===== src/rtl/tx_control_fsm.sv =====
// tx_control_fsm: transmission-layer control FSM for bring-up, FIFO threshold
// distribution, activity tracking and sticky error capture.
module tx_control_fsm #(
    parameter int FIFO_DEPTH   = 8,
    parameter int UMBRAL_WIDTH = 4,
    parameter int IDLE_CYCLES  = 2
) (
    input  logic                    clk,
    input  logic                    reset_L,
    input  logic                    init,
    input  logic [UMBRAL_WIDTH-1:0] Umbral_VC0_in,
    input  logic [UMBRAL_WIDTH-1:0] Umbral_VC1_in,
    input  logic [UMBRAL_WIDTH-1:0] Umbral_D0_in,
    input  logic [UMBRAL_WIDTH-1:0] Umbral_D1_in,
    input  logic                    empty_fifo_VC0,
    input  logic                    empty_fifo_VC1,
    input  logic                    empty_fifo_D0,
    input  logic                    empty_fifo_D1,
    input  logic                    error_VC0,
    input  logic                    error_VC1,
    input  logic                    error_D0,
    input  logic                    error_D1,
    output logic [2:0]              state,
    output logic                    init_fifo,
    output logic                    idle_out,
    output logic                    active_out,
    output logic                    error_out,
    output logic [3:0]              error_src,
    output logic [UMBRAL_WIDTH-1:0] Umbral_VC0,
    output logic [UMBRAL_WIDTH-1:0] Umbral_VC1,
    output logic [UMBRAL_WIDTH-1:0] Umbral_D0,
    output logic [UMBRAL_WIDTH-1:0] Umbral_D1
);
    typedef enum logic [2:0] {
        RESET  = 3'b000,
        INIT   = 3'b001,
        IDLE   = 3'b010,
        ACTIVE = 3'b011,
        ERROR  = 3'b100
    } state_t;

    localparam logic [UMBRAL_WIDTH-1:0] UMB_MAX = UMBRAL_WIDTH'(FIFO_DEPTH - 1);
    localparam logic [3:0]              IDLE_N  = 4'(IDLE_CYCLES);

    state_t                  state_q, state_d;
    logic [3:0]              cnt_q, cnt_d;
    logic [3:0]              error_src_q, error_src_d;
    logic [UMBRAL_WIDTH-1:0] umb_q [4];
    logic [UMBRAL_WIDTH-1:0] umb_d [4];
    logic [UMBRAL_WIDTH-1:0] umb_in [4];
    logic                    init_fifo_q, idle_q, active_q, error_q;
    logic [3:0]              errs;
    logic                    any_err, all_empty;

    assign umb_in    = '{Umbral_VC0_in, Umbral_VC1_in, Umbral_D0_in, Umbral_D1_in};
    assign errs      = {error_D1, error_D0, error_VC1, error_VC0};
    assign any_err   = |errs;
    assign all_empty = empty_fifo_VC0 & empty_fifo_VC1 & empty_fifo_D0 & empty_fifo_D1;

    always_comb begin
        state_d = state_q;
        cnt_d   = '0;
        case (state_q)
            RESET:  state_d = INIT;
            INIT:   state_d = init ? INIT : IDLE;
            IDLE:   state_d = any_err ? ERROR : init ? INIT : !all_empty ? ACTIVE : IDLE;
            ACTIVE: begin
                cnt_d   = all_empty ? cnt_q + 4'd1 : 4'd0;
                state_d = any_err ? ERROR : init ? INIT
                        : (all_empty && cnt_d == IDLE_N) ? IDLE : ACTIVE;
            end
            ERROR:  state_d = init ? INIT : ERROR;
            default: state_d = RESET;
        endcase
        if (state_d != ACTIVE) cnt_d = '0;
        // Sticky sources accumulate only while heading into or staying in ERROR
        error_src_d = (state_d == ERROR) ? (error_src_q | errs)
                    : (state_d == INIT || state_d == RESET) ? 4'd0 : error_src_q;
        for (int i = 0; i < 4; i++)
            umb_d[i] = (state_q == INIT) ? ((umb_in[i] > UMB_MAX) ? UMB_MAX : umb_in[i])
                     : (state_d == RESET) ? '0 : umb_q[i];
    end

    always_ff @(posedge clk or negedge reset_L) begin
        if (!reset_L) begin
            state_q     <= RESET;
            cnt_q       <= '0;
            error_src_q <= '0;
            umb_q       <= '{default: '0};
            init_fifo_q <= 1'b0;
            idle_q      <= 1'b0;
            active_q    <= 1'b0;
            error_q     <= 1'b0;
        end else begin
            state_q     <= state_d;
            cnt_q       <= cnt_d;
            error_src_q <= error_src_d;
            umb_q       <= umb_d;
            init_fifo_q <= (state_d == INIT);
            idle_q      <= (state_d == IDLE);
            active_q    <= (state_d == ACTIVE);
            error_q     <= (state_d == ERROR);
        end
    end

    assign state      = state_q;
    assign init_fifo  = init_fifo_q;
    assign idle_out   = idle_q;
    assign active_out = active_q;
    assign error_out  = error_q;
    assign error_src  = error_src_q;
    assign Umbral_VC0 = umb_q[0];
    assign Umbral_VC1 = umb_q[1];
    assign Umbral_D0  = umb_q[2];
    assign Umbral_D1  = umb_q[3];
endmodule


===== config.mk =====
export PLATFORM = sky130hd
export DESIGN_NAME = tx_control_fsm
export DESIGN_NICKNAME = d
export VERILOG_FILES = /design/src/rtl/tx_control_fsm.sv
export SDC_FILE = /design/constraint.sdc
export NUM_CORES = 1
export LEC_CHECK = 0
export CAP_MARGIN = 20
export CORE_MARGIN = 1.5
export CORE_UTILIZATION = 47
export DETAILED_ROUTE_END_ITERATION = 6
export MAX_ROUTING_LAYER = met4
export PLACE_DENSITY = 0.84
export SETUP_SLACK_MARGIN = 0.1
export SLEW_MARGIN = 10
export SYNTH_ARGS = -nofsm -noshare
export SYNTH_HDL_FRONTEND = slang
export SYNTH_SLANG_ARGS = --single-unit

===== constraint.sdc =====
create_clock -name clk -period 3.25 [get_ports clk]
set_input_delay 0.975 -clock clk [delete_from_list [all_inputs] [get_ports clk]]
set_output_delay 0.975 -clock clk [all_outputs]
set_load 0.05 [all_outputs]

# Word-level counts from Yosys, hierarchy flattened
# Index checks and enable logic that the tools add are counted.
totals:
  ff_bits: 31
  word_cells: 60
op_classes:
  addsub: 1
  n_lt_le_gt_ge: 4
  eq_ne: 10
  mux: 23
  bitwise: 4
  reduce_logical: 7
op_table:
  columns: ["operator", "n"]
  rows:
  - ["2-to-1 mux 4 bit", 14]
  - ["greater-than comparator 4 x 3 -> 1 bit (second input constant)", 4]
  - ["case mux 3 bit (5 select lines)", 1]
  - ["== test 3 x 2 -> 1 bit (second input constant)", 4]
  - ["2-to-1 mux 3 bit", 3]
  - ["== test 3 x 1 -> 1 bit (second input constant)", 2]
  - ["== test 3 bit (second input constant)", 2]
  - ["logical NOT 3 bit", 2]
  - ["2-to-1 mux 2 bit", 3]
  - ["adder 4 x 1 -> 4 bit (second input constant)", 1]
  - ["== test 4 x 2 -> 1 bit (second input constant)", 1]
  - ["OR 4 bit", 1]
  - ["nonzero test 2 bit", 2]
  - ["OR reduction 4 bit", 1]
  - ["bitwise AND 1 bit", 3]
  - ["!= test 3 x 2 -> 1 bit (second input constant)", 1]
  - ["2-to-1 mux 1 bit", 2]
  - ["logical AND 1 bit", 1]
  - ["logical OR 1 bit", 1]

# Logic depth before layout (Yosys ltp)
# Gate-level depths: netlist (run 1).
logic_depth:
  word_depth: 14
  ltp_mapped: 5
  ltp_nobuf: 5

# Worst setup path before layout (run 1)
# OpenSTA, ideal clock, no wires.
synth_path:
  kind: "input to register"
  startpoint: "input error_VC0"
  endpoint: "register cnt_q[1]"
  setup_ps: 87
  arrival_ps: 1894
  required_ps: 3163
  setup_slack_ps: 1269
  stages: 4
  path_cell_list: "nor4_2 > and2_1 > nand4_1 > a211oi_2"
synth_via:
  elab_chain_len: 5
synth_rtl:
  columns: ["element", "line_no", "text"]
  rows:
  - ["start: declaration", "19", "input logic error_VC0,"]
  - ["OR reduction 4 bit *", "57", "assign any_err = |errs;"]
  - ["2-to-1 mux 3 bit (on tied branches)", "69, 66", null]
  - ["case mux 3 bit (5 select lines) *", "63", "case (state_q)"]
  - ["!= test 3 x 2 -> 1 bit *", "75", "if (state_d != ACTIVE) cnt_d = '0;"]
  - ["2-to-1 mux 4 bit *", "75", null]
  - ["net cnt_d[1]", "46", "logic [3:0] cnt_q, cnt_d;"]
  - ["end signal: assignment", "96", "cnt_q <= cnt_d;"]
  - ["end: declaration", "46", null]
# Mark *: on every way through the listed nets, which the timed path passes. The rest lies on a longest branch.
# A chain may end at the register's enable or synchronous reset.

# Worst setup path after layout (run 1)
layout_path:
  startpoint: "register error_src_q[2], in the netlist error_src[2]"
  endpoint: "output error_src[2]"
layout_rtl:
  columns: ["element", "line_no", "text"]
  rows:
  - ["start: declaration", "47", "logic [3:0] error_src_q, error_src_d;"]
  - ["start signal: assignment", "97", "error_src_q <= error_src_d;"]
  - ["end: declaration", "28", "output logic [3:0] error_src,"]
# No word-level cell between the ends.

==> summary.md, run 1 <==
| Metric | Value |
|---|---|
| Pins Over Slew Limit | `0` |
| Skew-Pair Late Insertion Delay | `0.32 ns` |
| Startpoint types | `register` |
| Fillers | `210` |
| Post-route cell area | `2160 sq um` |
| Most common cell after layout, fill and taps aside | `clkdlybuf4s50_1` |
| VDD IR max | `0.578 mV` |
| IO Port Bufs | `53` |
| WS Path Type | `register to output port` |
| Hold Crit Endpoint | `Umbral_D0[3]` |
| Synthesized area | `1490 sq um` |
| Top Ports | `54` |
| Via density | `5.09` |
| Core area | `3030 sq um` |
| CTS Buf Count | `5` |
| Worst-Margin Slew | `0.531 ns` |
| Vias in the first global route | `1269` |
| Yosys reg bits | `31` |
| Hold Path Class | `register to register` |
| Hpwl dp | `2500 microns` |
| Hold depth | `1` |
| Post-synth top area share | `52.0%` |
| Setup TNS | `0 ns` |
| CTS Hold Buffers Added | `0` |
| Worst r2r path cells | `5` |
| Fin crit share | `77.8%` |
| Crit path DAT | `1.55 ns` |
| First-pass GRT wire length | `5510 microns` |
| Crit-path slowest cell | `clkdlybuf4s50_1` |
| Die Wd | `59.4 microns` |
| Nets@finish | `238` |
| Critical path peak fanout | `2` |
| Yosys warnings | `0` |
| CTS tree | `done` |
| Global route overflow | `0` |
| Mapped Cells | `152` |
| Layout area overhead | `44.7%` |
| Slew HR | `64.5%` |
| Avg Inst Size Synth | `9.82 sq um` |
| Starting DRT DRC Count | `39` |
| CP Cell Sequence | `clkdlybuf4s50_1` |
| Antenna Cells | `0` |
| Count of final setup violators | `0` |
| Clock sink total | `31` |
| Status | `complete, no violations` |
| Max cap viols | `0` |
| Setup Fix Bufs, Post-CTS | `0` |
| RePlAce Congestion | `0.748` |
| R2r endpoint | `error_src[3]` |
| Min cycle time layout | `2.53 ns` |
| DRC viols | `0` |
| CTS Buffer Depth | `2` |
| Layout cells sized above 1 | `9.48%` |
| HP Start | `Umbral_D0[3]` |
| DIE AREA | `3520 sq um` |
| FP Rows | `20` |
| Maximum clock rate | `0.396 GHz` |
| Seq/Total Area, Yosys | `52.0%` |
| Total Wirelength | `3410 microns` |
| CP max stage delay | `0.84 ns` |
| Commonest cells after routing, fill and taps aside | `53 x clkdlybuf4s50_1, 31 x dfrtp_1, 29 x nor2_1` |
| Buf/Inv on CP | `1` |
| GRT Util Overall | `21.9%` |
| First-pass iteration count of the detailed router | `4` |
| Clk slew on worst S/H paths | `0.10 ns` |
| CTS resizes | `0` |
| Vias | `1298` |
| Post-synth EDFFs | `0` |
| Worst R2R Start | `state[0]` |
| Ys async rst share | `100%` |
| Die height | `59.4 microns` |
| H-tree levels | `2` |
| Final ANT Viol Nets | `0` |
| Cell Pwr Density | `1000 nW/um^2` |
| RSZ-0062 raised after global routing | `no` |
| Top post-synthesis cells by area | `dfrtp_1 52%, mux2i_1 8.0%, nor2_1 7.3%` |
| Main synth FF type | `dfrtp_1` |
| Root buffer cell | `clkbuf_4` |
| Post-placement cell area | `2070 sq um` |
| Lkg Pwr | `0.957 nW` |
| Post-synth top area cell | `dfrtp_1` |
| Yosys cell types | `35` |
| DR WL/cell | `13.4 microns` |
| Initial core utilization | `49.3%` |
| Worst setup EP type | `output port` |
| Final Hold Viols | `0` |
| Antenna violations before repair | `0` |
| Worst EP required | `2.27 ns` |
| Clock skew | `0.0103 ns` |
| Largest net degree at the start of global routing | `32` |
| Syn nets | `180` |
| Top delay family on crit path | `buffers and inverters` |
| Reg2Reg Setup Slack | `1.63 ns` |
-- worst max path at each step --
stage,from,endpoint,slack [ns],depth (start not counted)
6_report,error_src[2],error_src[2],0.72,1
3_3_place_gp,error_VC0,cnt_q[1],0.69,5
5_1_grt,error_src[2],error_src[2],0.68,1
2_1_floorplan,error_VC0,cnt_q[1],1.27,4
3_5_place_dp,error_VC0,cnt_q[1],0.58,5
4_1_cts,error_src[2],error_src[2],0.72,1
-- metrics by stage --
stage / total power, mW / setup WS [ns] / hold WS, ns / instances / utilization (%)
floorplan: 1.47 / 1.27 / 0.537 / 152 / -
global placement: 1.83 / 0.695 / 0.471 / 247 / 68.5
detailed placement: 1.87 / 0.584 / 0.471 / 247 / 68.5
CTS: 2.17 / 0.716 / 0.496 / 255 / 71.3
global route: 2.29 / 0.684 / 0.513 / 255 / 71.3
finish: 2.16 / 0.722 / 0.488 / 255 / 71.3
-- final cells by class --
class / count / area, sq um / share of cell area [%]
clock buffer: 6 / 51.3 / 2.38
inverter: 2 / 7.51 / 0.348
sequential: 31 / 776 / 35.9
clock inverter: 2 / 35.0 / 1.62
multi-input combinational: 112 / 667 / 30.9
tap: 44 / 55.1 / 2.55
timing repair buffer: 58 / 568 / 26.3
-- registers in the layout, summed over array words and instances, names as in the netlist --
name and flops:
Umbral_VC0 4, cnt_q 4, Umbral_VC1 4, active_out 1, Umbral_D1 4, idle_out 1, error_src 4, error_out 1
init_fifo 1, state 3, Umbral_D0 4
-- cells in the mapped netlist (3+ instances only) --
master	instances
dfrtp_1	31
nor2_1	29
nand2_1	19
mux2i_1	12
o21ai_0	12
a22o_1	5
and2_1	5
clkbuf_1	4
a21oi_1	3
nand3_1	3
-- routing by layer --
metal  part of all wire [%]  global-route usage (%)  vias up  wire (microns)
met1                     44                    24.5      629            1500
met4                    1.1                    8.12        0              38
met3                    3.2                    5.90        4             109
met5                      0                       -        -               0
li1                       -                       -      638               -
met2                     52                    37.2       27            1760
-- power breakdown --
group | leakage, nW | internal [mW] | total, mW | switching (mW)
clock | 0.0482 | 0.182 | 0.305 | 0.124
combinational | 0.514 | 0.452 | 1.26 | 0.806
sequential | 0.395 | 0.516 | 0.599 | 0.0823
total | 0.957 | 1.15 | 2.16 | 1.01
-- cells by family (layout without fill, tap and decap cells) --
logic type	Yosys count	in the layout	share of synthesized area, %
and+or+nand+nor	73	73	24.1
adders and majority gates	1	1	0.838
AOI/OAI and AO/OA	23	23	9.89
muxes	12	12	8.05
DFF	31	31	52.0
xor gates and xnor gates	3	3	1.76
buffers and inverters	9	68	3.35
Power figures use the tool's default switching activity.
==> run 2, diff against run 1 <==
Settings changed: CORE_UTILIZATION 47 to 44, PLACE_DENSITY 0.84 to 0.79.
Clock period 3.25 ns to 2.6 ns, I/O delays scaled along.
==> summary.md, run 2 (synthesis results as in run 1) <==
| Metric | Value |
|---|---|
| Die height | `61.2 microns (+3.2%)` |
| Pins Over Slew Limit | `0 (unchanged)` |
| Lkg Pwr | `0.962 nW (+0.48%)` |
| Top Ports | `54 (unchanged)` |
| Post-placement cell area | `2090 sq um (+0.60%)` |
| Switch share | `48.1% (+1.3 points)` |
| Most common cell after layout, fill and taps aside | `clkdlybuf4s50_1` |
| Clk slew on worst S/H paths | `0.10 ns (about the same)` |
| Placed cells | `248 (+0.40%)` |
| Hold Path Class | `register to register` |
| DR WL/cell | `13.8 microns (+3.4%)` |
| Buf/Inv on CP | `1 (unchanged)` |
| Tot Pwr | `2.66 mW (+23%)` |
| Worst setup EP type | `output port` |
| Sequential power share | `30.1% (+2.4 points)` |
| Min cycle time layout | `2.34 ns` |
| Final ANT Viol Nets | `0 (unchanged)` |
| Count of final setup violators | `0 (unchanged)` |
| VDD IR max | `0.623 mV (+7.9%)` |
| CTS tree | `done` |
| Critical path peak fanout | `3 (+1)` |
| Logic pwr share | `57.9% (-0.3 points)` |
| CTS Buffer Depth | `2 (unchanged)` |
| Hpwl dp | `2660 microns (+6.5%)` |
| Global route overflow | `0 (unchanged)` |
| Net switching power | `1.28 mW (+26%)` |
| H-tree levels | `2 (unchanged)` |
| Slew HR | `55.3% (-9.2 points)` |
| FP Rows | `20 (unchanged)` |
| CTS resizes | `0 (unchanged)` |
| Initial core utilization | `47.7% (-1.6 points)` |
| Clock skew | `0.0111 ns (+0.000773 ns)` |
| Min Hold Slack | `0.496 ns (+0.00756 ns)` |
| Total Wirelength | `3540 microns (+3.8%)` |
| Post-layout util | `68.9% (-2.4 points)` |
| Pre-CTS setup slack | `0.315 ns (-0.269 ns)` |
| WS Path Type | `register to output port` |
| Layout cells sized above 1 | `10.8% (+1.4 points)` |
| GRT Util Overall | `21.0% (-0.94 points)` |
| Vias in the first global route | `1225 (-3.5%)` |
| Commonest cells after routing, fill and taps aside | `50 x clkdlybuf4s50_1, 31 x dfrtp_1, 29 x nor2_1` |
| Startpoint types | `register` |
| CP max stage delay | `0.82 ns (-0.02 ns)` |
| Internal power | `1.38 mW (+20%)` |
| First-pass iteration count of the detailed router | `4 (unchanged)` |
| Post-route cell area | `2150 sq um (-0.23%)` |
| Fin crit share | `90.1%` |
| Nets@finish | `239 (+0.42%)` |
| Top delay family on crit path | `buffers and inverters` |
| Core area | `3130 sq um (+3.3%)` |
| Antenna violations before repair | `0 (unchanged)` |
| Cell Pwr Density | `1230 nW/um^2 (+23%)` |
| Antenna Cells | `0 (unchanged)` |
| DIE AREA | `3750 sq um (+6.5%)` |
| Worst EP required | `1.82 ns (-0.45 ns)` |
| Via density | `5.09 (about the same)` |
| CTS Hold Buffers Added | `0 (unchanged)` |
| First-pass GRT wire length | `5440 microns (-1.3%)` |
| Worst setup margin | `0.257 ns (-0.465 ns)` |
| Starting DRT DRC Count | `45 (+15%)` |
| Largest net degree at the start of global routing | `32 (unchanged)` |
| Crit-path slowest cell | `clkdlybuf4s50_1` |
| CP Cell Sequence | `clkdlybuf4s50_1` |
| Max cap viols | `0 (unchanged)` |
| Root buffer cell | `clkbuf_4` |
| Status | `complete, no violations` |
| DRC viols | `0 (unchanged)` |
| Die Wd | `61.2 microns (+3.2%)` |
| Maximum clock rate | `0.427 GHz` |
| Final Hold Viols | `0 (unchanged)` |
| RePlAce Congestion | `0.762 (+1.9%)` |
| Clock sink total | `31 (unchanged)` |
| RSZ-0062 raised after global routing | `no` |
| Layout area overhead | `44.3%` |
| Clock power share | `11.9% (-2.2 points)` |
| Skew-Pair Late Insertion Delay | `0.34 ns (+0.02 ns)` |
| CTS Buf Count | `5 (unchanged)` |
| Vias | `1302 (+0.31%)` |
| Crit path DAT | `1.56 ns (about the same)` |
| Setup Fix Bufs, Post-CTS | `0 (unchanged)` |
| Non-Filler Instances | `256 (+0.39%)` |
| Worst-Margin Slew | `0.671 ns (+0.140 ns)` |
| Setup TNS | `0 ns (unchanged)` |
| IO Port Bufs | `53 (unchanged)` |
run 2: cell types whose count changed in the layout (fill, tap and decap cells not counted):
cell / change
clkbuf_1: +1
bufinv_16: -1
clkinv_2: -1
buf_12: +1
buf_4: +3
clkdlybuf4s50_1: -3
clkbuf_8: +1
run 2: power groups by stage:
stage               sequential, mW  combinational [mW]  clock, mW
finish                       0.801                1.54      0.317
global route                 0.825                1.63      0.339
CTS                          0.802                1.55      0.322
detailed placement           0.809                1.55          0
global placement             0.798                1.51          0
floorplan                     1.30               0.537          0
run 2: worst paths after layout:
| path | start | end | slack, ns | depth (start not counted) |
|---|---|---|---|---|
| max | Umbral_VC0[1] | Umbral_VC0[1] | 0.26 | 1 |
| min | Umbral_VC1[3] | Umbral_VC1[3] | 0.50 | 1 |
| max reg2reg | state[2] | cnt_q[1] | 0.86 | 4 |
| min reg2reg | Umbral_VC1[3] | Umbral_VC1[3] | 0.50 | 1 |
| max in group asynchronous | reset_L | Umbral_D1[3] | 1.48 | 2 |
| min in group asynchronous | reset_L | Umbral_VC0[2] | 0.83 | 2 |
run 2: area by class of cell:
type	count	area (sq um)
clock buffer	8	68.8
fill	253	973
inverter	2	7.51
multi-input combinational	112	667
sequential	31	776
tap	44	55.1
timing repair buffer	59	581
run 2: per-layer routing:
| metal | part of all wire, % | vias up | global-route usage, % | wire length (microns) |
|---|---|---|---|---|
| li1 | - | 638 | - | - |
| met3 | 3.6 | 5 | 5.25 | 129 |
| met4 | 1.5 | 0 | 7.76 | 54 |
| met2 | 53 | 30 | 36.3 | 1870 |
| met5 | 0 | - | - | 0 |
| met1 | 42 | 629 | 23.1 | 1480 |
==> run 3, diff against run 2 <==
Settings changed: CORE_UTILIZATION 44 to 47, CTS_CLUSTER_SIZE set to 14, PLACE_DENSITY 0.79 to 0.84.
Clock period 2.6 ns to 3 ns, I/O delays scaled along.
==> summary.md, run 3 (synthesis results as in run 1) <==
| Metric | Value |
|---|---|
| Post-route cell area | `2140 sq um (-0.70%)` |
| Worst setup EP type | `output port` |
| Startpoint types | `register` |
| First-pass iteration count of the detailed router | `4 (unchanged)` |
| Max cap viols | `0 (unchanged)` |
| Cell Pwr Density | `1070 nW/um^2 (-13%)` |
| H-tree levels | `2 (unchanged)` |
| Count of final setup violators | `0 (unchanged)` |
| Maximum clock rate | `0.413 GHz` |
| Lkg Pwr | `0.948 nW (-1.4%)` |
| Clk slew on worst S/H paths | `0.09 ns (about the same)` |
| Top Ports | `54 (unchanged)` |
| Final ANT Viol Nets | `0 (unchanged)` |
| Largest net degree at the start of global routing | `32 (unchanged)` |
| Crit path DAT | `1.52 ns (-0.04 ns)` |
| Initial core utilization | `49.3% (+1.6 points)` |
| Critical path peak fanout | `3 (unchanged)` |
| Setup Fix Bufs, Post-CTS | `0 (unchanged)` |
| Fin crit share | `80.7%` |
| WS Path Type | `register to output port` |
| Hold depth | `1 (unchanged)` |
| Worst-Margin Slew | `0.514 ns (-0.156 ns)` |
| Skew-Pair Late Insertion Delay | `0.32 ns (-0.02 ns)` |
| Worst EP required | `2.10 ns (+0.28 ns)` |
| CTS Buffer Depth | `2 (unchanged)` |
| Placed cells | `247 (-0.40%)` |
| CP max stage delay | `0.82 ns (about the same)` |
| GRT Util Overall | `21.8% (+0.80 points)` |
| Top delay family on crit path | `buffers and inverters` |
| CTS Hold Buffers Added | `0 (unchanged)` |
| FF+latch area | `776 sq um (unchanged)` |
| Buf/Inv on CP | `1 (unchanged)` |
| Footprint of the multi-input gates | `667 sq um (unchanged)` |
| Antenna violations before repair | `0 (unchanged)` |
| Clock sink total | `31 (unchanged)` |
| Post-placement cell area | `2070 sq um (-0.72%)` |
| Pins Over Slew Limit | `0 (unchanged)` |
| Starting DRT DRC Count | `23 (-49%)` |
| DRC viols | `0 (unchanged)` |
| Status | `complete, no violations` |
| Via density | `5.19 (+2.1%)` |
| Antenna Cells | `0 (unchanged)` |
| Layout area overhead | `43.3%` |
| Min cycle time layout | `2.42 ns` |
| DIE AREA | `3520 sq um (-6.1%)` |
| Core area | `3030 sq um (-3.2%)` |
| Slew HR | `65.6% (+10 points)` |
| Die height | `59.4 microns (-3.1%)` |
| Worst R2R Start | `state[0]` |
| Clock skew | `0.00430 ns (-0.00681 ns)` |
| First-pass GRT wire length | `5560 microns (+2.1%)` |
| Final Hold Viols | `0 (unchanged)` |
| Crit-path slowest cell | `clkdlybuf4s50_1` |
| Reg2Reg Setup Slack | `1.36 ns (+0.50 ns)` |
| DR WL/cell | `13.8 microns (-0.23%)` |
| Non-Filler Instances | `255 (-0.39%)` |
| CTS Buf Count | `5 (unchanged)` |
| Fillers | `231 (-8.7%)` |
| Commonest cells after routing, fill and taps aside | `52 x clkdlybuf4s50_1, 31 x dfrtp_1, 29 x nor2_1` |
| Hold Path Class | `register to register` |
| Worst r2r path cells | `5 (+1)` |
| FP Rows | `20 (unchanged)` |
| Hpwl dp | `2520 microns (-5.5%)` |
| Setup TNS | `0 ns (unchanged)` |
| Most common cell after layout, fill and taps aside | `clkdlybuf4s50_1` |
| CTS tree | `done` |
| RePlAce Congestion | `0.732 (-4.0%)` |
| HP Start | `Umbral_VC0[3]` |
| Vias in the first global route | `1229 (+0.33%)` |
| Total Wirelength | `3520 microns (-0.62%)` |
| Die Wd | `59.4 microns (-3.1%)` |
| CTS resizes | `0 (unchanged)` |
| Setup crit start | `Umbral_D1[2]` |
| Layout cells sized above 1 | `9.48% (-1.4 points)` |
| R2r endpoint | `error_src[2]` |
| RSZ-0062 raised after global routing | `no` |
| CP Cell Sequence | `clkdlybuf4s50_1` |
| IO Port Bufs | `53 (unchanged)` |
| Root buffer cell | `clkbuf_4` |
| Nets@finish | `238 (-0.42%)` |
| VDD IR max | `0.642 mV (+3.1%)` |
| Global route overflow | `0 (unchanged)` |
| Hold Crit Endpoint | `Umbral_VC0[3]` |
| Vias | `1324 (+1.7%)` |
## run 3: cell count changes in the layout (fill, tap and decap cells not counted), sizes merged
cell,change
buf,-3
clkdlybuf4s50,+2
## run 3: power breakdown
part | switching [mW] | leakage [nW] | internal (mW)
logic | 0.877 | 0.515 | 0.487
registers | 0.0884 | 0.395 | 0.559
clock network | 0.135 | 0.0386 | 0.138
## run 3: worst max path at each step
| stage | to | cells past startpoint |
|---|---|---|
| floorplan | cnt_q[1] | 4 |
| global placement | cnt_q[1] | 5 |
| detailed placement | cnt_q[1] | 5 |
| CTS | error_src[2] | 1 |
| global route | Umbral_D1[2] | 1 |
| finish | Umbral_D1[2] | 1 |
## run 3: routing by layer
layer / vias up / share of wire, % / track usage, %
li1: 630 / - / -
met1: 655 / 42 / 26.4
met2: 35 / 52 / 35.5
met3: 4 / 4.6 / 6.11
met4: 0 / 0.91 / 5.84
met5: - / 0 / -
## run 3: per-stage QoR
step                      total power [mW]  util [%]  hold WS (ns)  worst slack [ns]
after floorplan                       1.59         -         0.537              1.09
after global placement                1.99      68.4         0.472             0.538
after detailed placement              2.02      68.4         0.473             0.433
after CTS                             2.30      70.7         0.497             0.562
after global routing                  2.42      70.7         0.511             0.502
final                                 2.28      70.7         0.505             0.578
## run 3: cell type report
type	instances	share of cell area, %
timing repair buffer	58	26.4
clock buffer	8	3.22
multi-input combinational	112	31.2
sequential	31	36.3
inverter	2	0.351
tap	44	2.57
